===== config.mk =====
export PLATFORM = sky130hd
export DESIGN_NAME = reg_file
export DESIGN_NICKNAME = d
export VERILOG_FILES = /design/src/rtl/reg_file.sv
export SDC_FILE = /design/constraint.sdc
export NUM_CORES = 1
export LEC_CHECK = 0
export BUFFER_PORTS_ARGS = -buffer_cell sky130_fd_sc_hd__buf_4
export CAP_MARGIN = 15
export CORE_UTILIZATION = 60
export CTS_CLUSTER_DIAMETER = 100
export CTS_CLUSTER_SIZE = 8
export DETAILED_ROUTE_END_ITERATION = 12
export PLACE_DENSITY_LB_ADDON = 0.12
export SLEW_MARGIN = 20
export SYNTH_ARGS = -nofsm -noshare
export SYNTH_HDL_FRONTEND = slang
export SYNTH_SLANG_ARGS = --single-unit

===== constraint.sdc =====
create_clock -name clk -period 2.81 [get_ports clk]
set_input_delay 0.281 -clock clk [delete_from_list [all_inputs] [get_ports clk]]
set_output_delay 0.281 -clock clk [all_outputs]
set_load 0.1 [all_outputs]

===== src/rtl/reg_file.sv =====
// rtl/reg_file.sv - 8x16 register file, two combinational read ports, one write port
// Optional same-cycle write-to-read bypass enabled by defining RF_BYPASS_EN.
module reg_file #(
  parameter int WIDTH  = 16,
  parameter int NREGS  = 8,
  parameter int ADDR_W = 3
) (
  input  logic              clk,
  input  logic              rst,
  input  logic [ADDR_W-1:0] read1_reg,
  input  logic [ADDR_W-1:0] read2_reg,
  input  logic [ADDR_W-1:0] write_reg,
  input  logic [WIDTH-1:0]  write_data,
  input  logic              w_en,
  output logic [WIDTH-1:0]  read1_data,
  output logic [WIDTH-1:0]  read2_data
);

  logic [WIDTH-1:0] entry [NREGS];

  // Each entry either loads write_data when selected or recirculates its value.
  always_ff @(posedge clk or negedge rst) begin
    if (!rst) begin
      for (int i = 0; i < NREGS; i++) begin
        entry[i] <= '0;
      end
    end else begin
      for (int i = 0; i < NREGS; i++) begin
        if (w_en && (write_reg == ADDR_W'(i))) begin
          entry[i] <= write_data;
        end
      end
    end
  end

`ifdef RF_BYPASS_EN
  // Forward the in-flight write only outside reset, so reset reads stay zero.
  logic bypass_live;
  assign bypass_live = rst && w_en;

  always_comb begin
    read1_data = entry[read1_reg];
    read2_data = entry[read2_reg];
    if (bypass_live && (read1_reg == write_reg)) begin
      read1_data = write_data;
    end
    if (bypass_live && (read2_reg == write_reg)) begin
      read2_data = write_data;
    end
  end
`else
  always_comb begin
    read1_data = entry[read1_reg];
    read2_data = entry[read2_reg];
  end
`endif

endmodule


### After elaboration in Yosys (flattened, before gate mapping)

Cells that the tools add are included.

* bitwise operators: 2
* eq/ne operators: 7
* reduce and logical (&&, ||, !) cells: 9
* magnitude comparators: 2
* mux-type cells: 6

Operators by type and width (count)
* $bmux 16 s3: 2
* $mux 16: 4
* $eq 3x3->1 const B: 4
* $ge 4x4->1 const B: 2
* $logic_and 1x1->1: 8
* $not 3->4: 2
* $eq 3x2->1 const B: 2
* $eq 3x1->1 const B: 1
* $logic_not 3->1: 1

* flip-flop bits (word level): 128
* input port bits: 28
* logic and storage cells: 34
* output and inout bits: 32

### Depth between registers and ports, before layout

Gate-level depths: netlist of the first run.

* word-level depth: 4
* depth in mapped cells: 5
* gate-level depth less buffers: 2

### Worst setup path before layout of the first run

OpenSTA, ideal clock, no wires.

* kind: in2out
* from: input port read1_reg[0]
* to: output port read1_data[1]
* path slack: 981 ps
* required time: 2529 ps
* data arrival time: 1548 ps
* path buffers: 2
* stages on the path: 4
* cells stage by stage: buf_6 > buf_6 > mux4_1 > mux2_2

* word-level cells in the longest chain between the ends: 4

Ends and longest elaborated chain
* from (decl): line 10 `input logic [ADDR_W-1:0] read1_reg,`
* $not 3->4 (implied by the code): line 53 `read1_data = entry[read1_reg];`
* $bmux 16 s3: line 53
* $mux 16 (implied by the code) (2 in a row): line 53
* to (decl): line 15 `output logic [WIDTH-1:0] read1_data,`

No other way between the ends. The select of a mux whose other input is x is not followed.

### Worst setup path in the final report of the first run

* from: input port read2_reg[0]
* to: output port read2_data[9]

* word-level cells in the longest chain between the ends: 4

Ends and longest elaborated chain
* from (decl): line 11 `input logic [ADDR_W-1:0] read2_reg,`
* $not 3->4 (implied by the code): line 54 `read2_data = entry[read2_reg];`
* $bmux 16 s3: line 54
* $mux 16 (implied by the code) (2 in a row): line 54
* to (decl): line 16 `output logic [WIDTH-1:0] read2_data`

No other way between the ends. The select of a mux whose other input is x is not followed.

==> results of run 1 <==
-- layout make-up --
type | count | area, um^2
Clock buffer | 18 | 429
Clock inverter | 14 | 141
Fill cell | 747 | 3250
Multi-Input combinational cell | 232 | 3600
Sequential cell | 128 | 3200
Tap cell | 143 | 179
Timing Repair Buffer | 70 | 566
-- worst max-delay path, stage by stage --
cell	delay [ns]
buf_4	0.26
buf_12	0.23
mux4_1	0.61
mux2_2	0.31
buf_4	0.24
-- cells in the mapped netlist --
cell type	count	share of area
and4bb_2	1	0.0018
buf_4	5	0.0054
nand4_2	1	0.0018
mux2_2	160	0.26
buf_6	10	0.016
dfrtp_1	128	0.46
nor4b_4	1	0.0034
nor4bb_1	2	0.0029
clkbuf_1	3	0.0016
buf_1	5	0.0027
clkbuf_2	2	0.0014
buf_2	8	0.0057
nand4b_2	3	0.0064
mux4_1	56	0.21
mux4_2	8	0.026
-- timing repair --
action,CTS,global route
hold buffers,1,0
setup buffers,0,0
hold endpoints to repair,55,0
endpoints found under the setup margin,0,0
-- layer usage --
layer | vias up | wire, um | part of all wire | global-route usage
met2 | 98 | 7530 | 0.51 | 0.450
met5 | - | 0 | 0 | 0
met4 | 0 | 140 | 0.0095 | 0.0686
li1 | 1718 | - | - | -
met1 | 2118 | 6590 | 0.45 | 0.363
met3 | 14 | 526 | 0.036 | 0.0629
-- per-stage QoR --
stage | setup slack, ns | instance area, um^2 | hold slack, ns | utilization | power [mW]
after global routing | 0.541 | 8120 | 0.154 | 0.714 | 7.36
final | 0.587 | 8120 | 0.159 | 0.714 | 7.06
after global placement | 0.579 | 7530 | 0.384 | 0.663 | 4.90
after detailed placement | 0.592 | 7530 | 0.399 | 0.663 | 4.98
after CTS | 0.586 | 8120 | 0.146 | 0.714 | 7.12
after floorplan | 0.981 | 7000 | -0.0146 | - | 4.45
-- power breakdown --
part	total, mW	switching (mW)	internal, mW
registers	2.53	0.276	2.25
clock network	2.11	0.809	1.30
logic	2.42	1.46	0.966
-- logic make-up after synthesis --
group                  Yosys count  synth area share
buffers and inverters           33            0.0329
muxes                          224             0.493
and+or+nand+nor                  8            0.0163
DFF                            128             0.458
-- worst min path at each step --
stage | endpoint | cells past startpoint | startpoint | slack, ns
3_3_place_gp | entry[30]$_DFFE_PN0P_ | 1 | rst | 0.38
4_1_cts | entry[28]$_DFFE_PN0P_ | 2 | write_data[12] | 0.15
2_1_floorplan | entry[0]$_DFFE_PN0P_ | 0 | rst | -0.01
6_report | entry[28]$_DFFE_PN0P_ | 2 | write_data[12] | 0.16
3_5_place_dp | entry[30]$_DFFE_PN0P_ | 1 | rst | 0.40
5_1_grt | entry[77]$_DFFE_PN0P_ | 2 | write_data[13] | 0.15
==> flow_summary.yaml, run 1 <==
run_status:
  status: "finished clean"
timing:
  fin_crit_sh: 0.791
  max_clock_freq_mhz: 450
  finalCriticalPeriod_ns: 2.22
  hold_viol_final: 0
  slew_headroom: 0.498
  worstMarginPinSlew_ns: 0.753
  rsz0062_at_grt: "false"
  finalSetupViolCount: 0
  finClkSkew_ns: 0
  setup_tns_ns: 0
  slew_violations: 0
logic_synthesis:
  synthDistinctLibCells: 15
  ys_seq_elements: 128
  syn_inst: 393
  synthesis.nets: 421
  ys_seq_area_frac: 0.458
  netlist_area_mm2: 0.00700
  avgSynthCellArea_um2: 17.8
  yosysWarnings: 0
run:
  cap_violations: 0
route:
  ant_nets: 0
  drt_wl_total_mm: 14.8
  vias_per_cell: 6.53
  dr.pass1.iters: 4
  vias: 3948
  route.detailed.drc: 0
  routedWlPerCell_um: 24.4
  drt_first_iter_violations: 189
global_route:
  antenna_found_initial: 0
  grt-ovfl-total: 0
  grt_start_max_net_pins: 58
  grt_pass1_wl_mm: 23.1
  first_global_vias: 4191
  track_usage: 0.271
cts:
  ctsRootBufferMaster: "clkbuf_16"
  cts_tree: "built"
  clkSinkCount: 128
  clockBufferDepth: 2
  cts.repair.resized: 0
  path_clk_slew_ns: 0.06
  cts_htree_levels: 4
  clock_latency_ns: 0.41
  cts_made_buffers: 17
power:
  p_leak_nw: 3.56
  power.density_mw_per_mm2: 870
  peakVddDrop_uv: 920
finish:
  top_register: "entry"
  reg.largest.list: "entry: 128 flops"
  fin_cells: 605
  fin_nets: 477
  layout_commonest_cell: "mux2_2"
  largest_reg_flops: 128
  drive_above_1_share: 0.597
  area_growth_pct: 15.9
  final_cell_mix: "mux2_2 (160), dfrtp_1 (128), buf_4 (66)"
  diodes: 0
critical_path:
  timing.rr.start: "entry[53]$_DFFE_PN0P_"
  ff2ff_path_depth: 1
  crit_end: "read2_data[9]"
  critical_path.startpoint_type: "input port"
  ff2ff_setup_slack_ns: 2.00
  crit_path_start: "read2_reg[0]"
  r2r_end: "entry[53]$_DFFE_PN0P_"
  worstSetupPathType: "in2out"
  critPathArrivalTime_ns: 1.94
  cp_max_fo: 19
  endpoint_kind: "output port"
  worstPathRequired_ns: 2.53
placed_design:
  port-buffer-count: 59
  dp.cells: 572
  hpwl_mm: 8.49
  routabilityCongestion: 0.680
die:
  initial_core_util: 0.616
  rows: 39
  die_w_um: 110
  core_mm2: 0.0114
  die_h_um: 110
  dieArea_mm2: 0.0121
  ios: 60
worst_hold_path:
  hold_class: "in2reg"
Power figures use the tool's default switching activity.
==> run 2: changes to the inputs <==
- CORE_UTILIZATION: 60 -> 54
- clock period: 2.81 -> 2 ns (I/O delays scaled with it)
==> flow_summary.yaml, run 2 (same netlist as run 1, synthesis figures left out) <==
run_status:
  status: "finished clean"
cts:
  clockBufferDepth: 2
  path_clk_slew_ns: 0.05
  clock_latency_ns: 0.41
  ctsRootBufferMaster: "clkbuf_16"
  cts_htree_levels: 4
  cts_tree: "built"
  clkSinkCount: 128
  cts_made_buffers: 17
route:
  drt_wl_total_mm: 15.8
  drt_first_iter_violations: 231
  routedWlPerCell_um: 24.4
  ant_nets: 0
  vias_per_cell: 6.23
  vias: 4037
  dr.pass1.iters: 4
  route.detailed.drc: 0
global_route:
  antenna_found_initial: 0
  track_usage: 0.256
  grt-ovfl-total: 0
  grt_pass1_wl_mm: 24.3
  grt_start_max_net_pins: 46
  first_global_vias: 4288
timing:
  finClkSkew_ns: 0
  worstMarginPinSlew_ns: 0.847
  rsz0062_at_grt: "true"
  finalSetupViolCount: 0
  fin_hold_ws_ns: 0.0782
  max_clock_freq_mhz: 504
  hold_viol_final: 0
  fin_crit_sh: 0.992
  finalCriticalPeriod_ns: 1.98
  fin_ws_ns: 0.0158
  slew_headroom: 0.433
  slew_violations: 0
power:
  combinationalPowerShare: 0.391
  p_leak_nw: 3.74
  p_int_mw: 7.26
  switching_power_mw: 3.70
  power.density_mw_per_mm2: 1260
  seqPwrFrac: 0.329
  peakVddDrop_uv: 751
  power_frac_clock: 0.280
  swShare: 0.338
die:
  rows: 41
  die_h_um: 116
  core_mm2: 0.0126
  initial_core_util: 0.555
  dieArea_mm2: 0.0134
  ios: 60
  die_w_um: 116
finish:
  diodes: 0
  fillCellCount: 879
  area_growth_pct: 24.6
  drive_above_1_share: 0.708
  fin_nets: 492
  largest_reg_flops: 128
  reg.largest.list: "entry: 128 flops"
  final_cell_mix: "mux2_2 (129), dfrtp_1 (128), mux4_2 (57)"
  layout_commonest_cell: "mux2_2"
  top_register: "entry"
critical_path:
  critPathArrivalTime_ns: 1.78
  endpoint_kind: "output port"
  worstSetupPathType: "reg2out"
  critical_path.startpoint_type: "flop"
  cp_max_fo: 3
  worstPathRequired_ns: 1.80
run:
  cap_violations: 0
placed_design:
  port-buffer-count: 59
  hpwl_mm: 9.63
  routabilityCongestion: 0.746
  pre_cts_ws_ns: 0.176
worst_hold_path:
  hold_class: "in2reg"
run 2: cell count changes in the layout (fill, tap and decap cells not counted):
cell / delta
clkbuf_1: +2
clkbuf_8: +6
inv_6: -2
clkinv_2: -2
mux2_2: -31
mux2_4: +31
buf_12: +40
buf_4: -25
mux4_1: -49
clkinvlp_4: -4
clkinv_4: -1
mux4_2: +49
run 2: layer usage:
layer,share of wire,track usage
met4,0.015,0.101
met2,0.51,0.421
met3,0.037,0.0544
met5,0,0
met1,0.44,0.334
run 2: worst paths after layout:
check                                      start  cells past startpoint                      to  slack [ns]
setup / recovery           entry[33]$_DFFE_PN0P_                      3           read2_data[1]        0.02
hold / removal                     write_data[6]                      2  entry[102]$_DFFE_PN0P_        0.08
setup reg to reg           entry[59]$_DFFE_PN0P_                      2   entry[59]$_DFFE_PN0P_        1.09
hold reg to reg            entry[67]$_DFFE_PN0P_                      1   entry[67]$_DFFE_PN0P_        0.52
max in group asynchronous                    rst                      3   entry[49]$_DFFE_PN0P_        1.01
min in group asynchronous                    rst                      2   entry[26]$_DFFE_PN0P_        0.34
run 2: stage by stage:
stage / cells / instance area (um^2) / TNS, ns / total power, mW / utilization
floorplan: 393 / 7000 / 0 / 6.25 / -
global placement: 608 / 7720 / 0 / 6.93 / 0.612
detailed placement: 608 / 7720 / 0 / 7.04 / 0.612
CTS: 640 / 8560 / -0.0148 / 10.6 / 0.679
global route: 648 / 8720 / -0.242 / 11.4 / 0.691
finish: 648 / 8720 / 0 / 11.0 / 0.691
run 2: worst max-delay path, stage by stage (launching register included):
cell and delay, ns:
dfrtp_1 0.41, mux4_2 0.49, mux2_4 0.30, buf_12 0.17
run 2: final cells by class:
class	instances	area, um^2	area share
Multi-Input combinational cell	232	3530	0.405
Clock buffer	26	519	0.0595
Timing Repair Buffer	85	1180	0.135
Tap cell	172	215	0.0247
Sequential cell	128	3200	0.367
Clock inverter	5	75.1	0.00861
run 2: what timing repair did:
action	in CTS	in global routing
hold buffers	1	0
gates resized for setup	81	95
endpoints found under the setup margin	32	31
buffers inserted	0	8
endpoints found under the hold margin	40	0
run 2: power groups by stage:
| stage | Sequential (mW) | Combinational (mW) | Clock, mW |
|---|---|---|---|
| after floorplan | 3.43 | 2.82 | 0 |
| after global placement | 3.53 | 3.40 | 0 |
| after detailed placement | 3.58 | 3.46 | 0 |
| after CTS | 3.55 | 3.88 | 3.13 |
| after global routing | 3.67 | 4.46 | 3.26 |
| final | 3.60 | 4.28 | 3.07 |
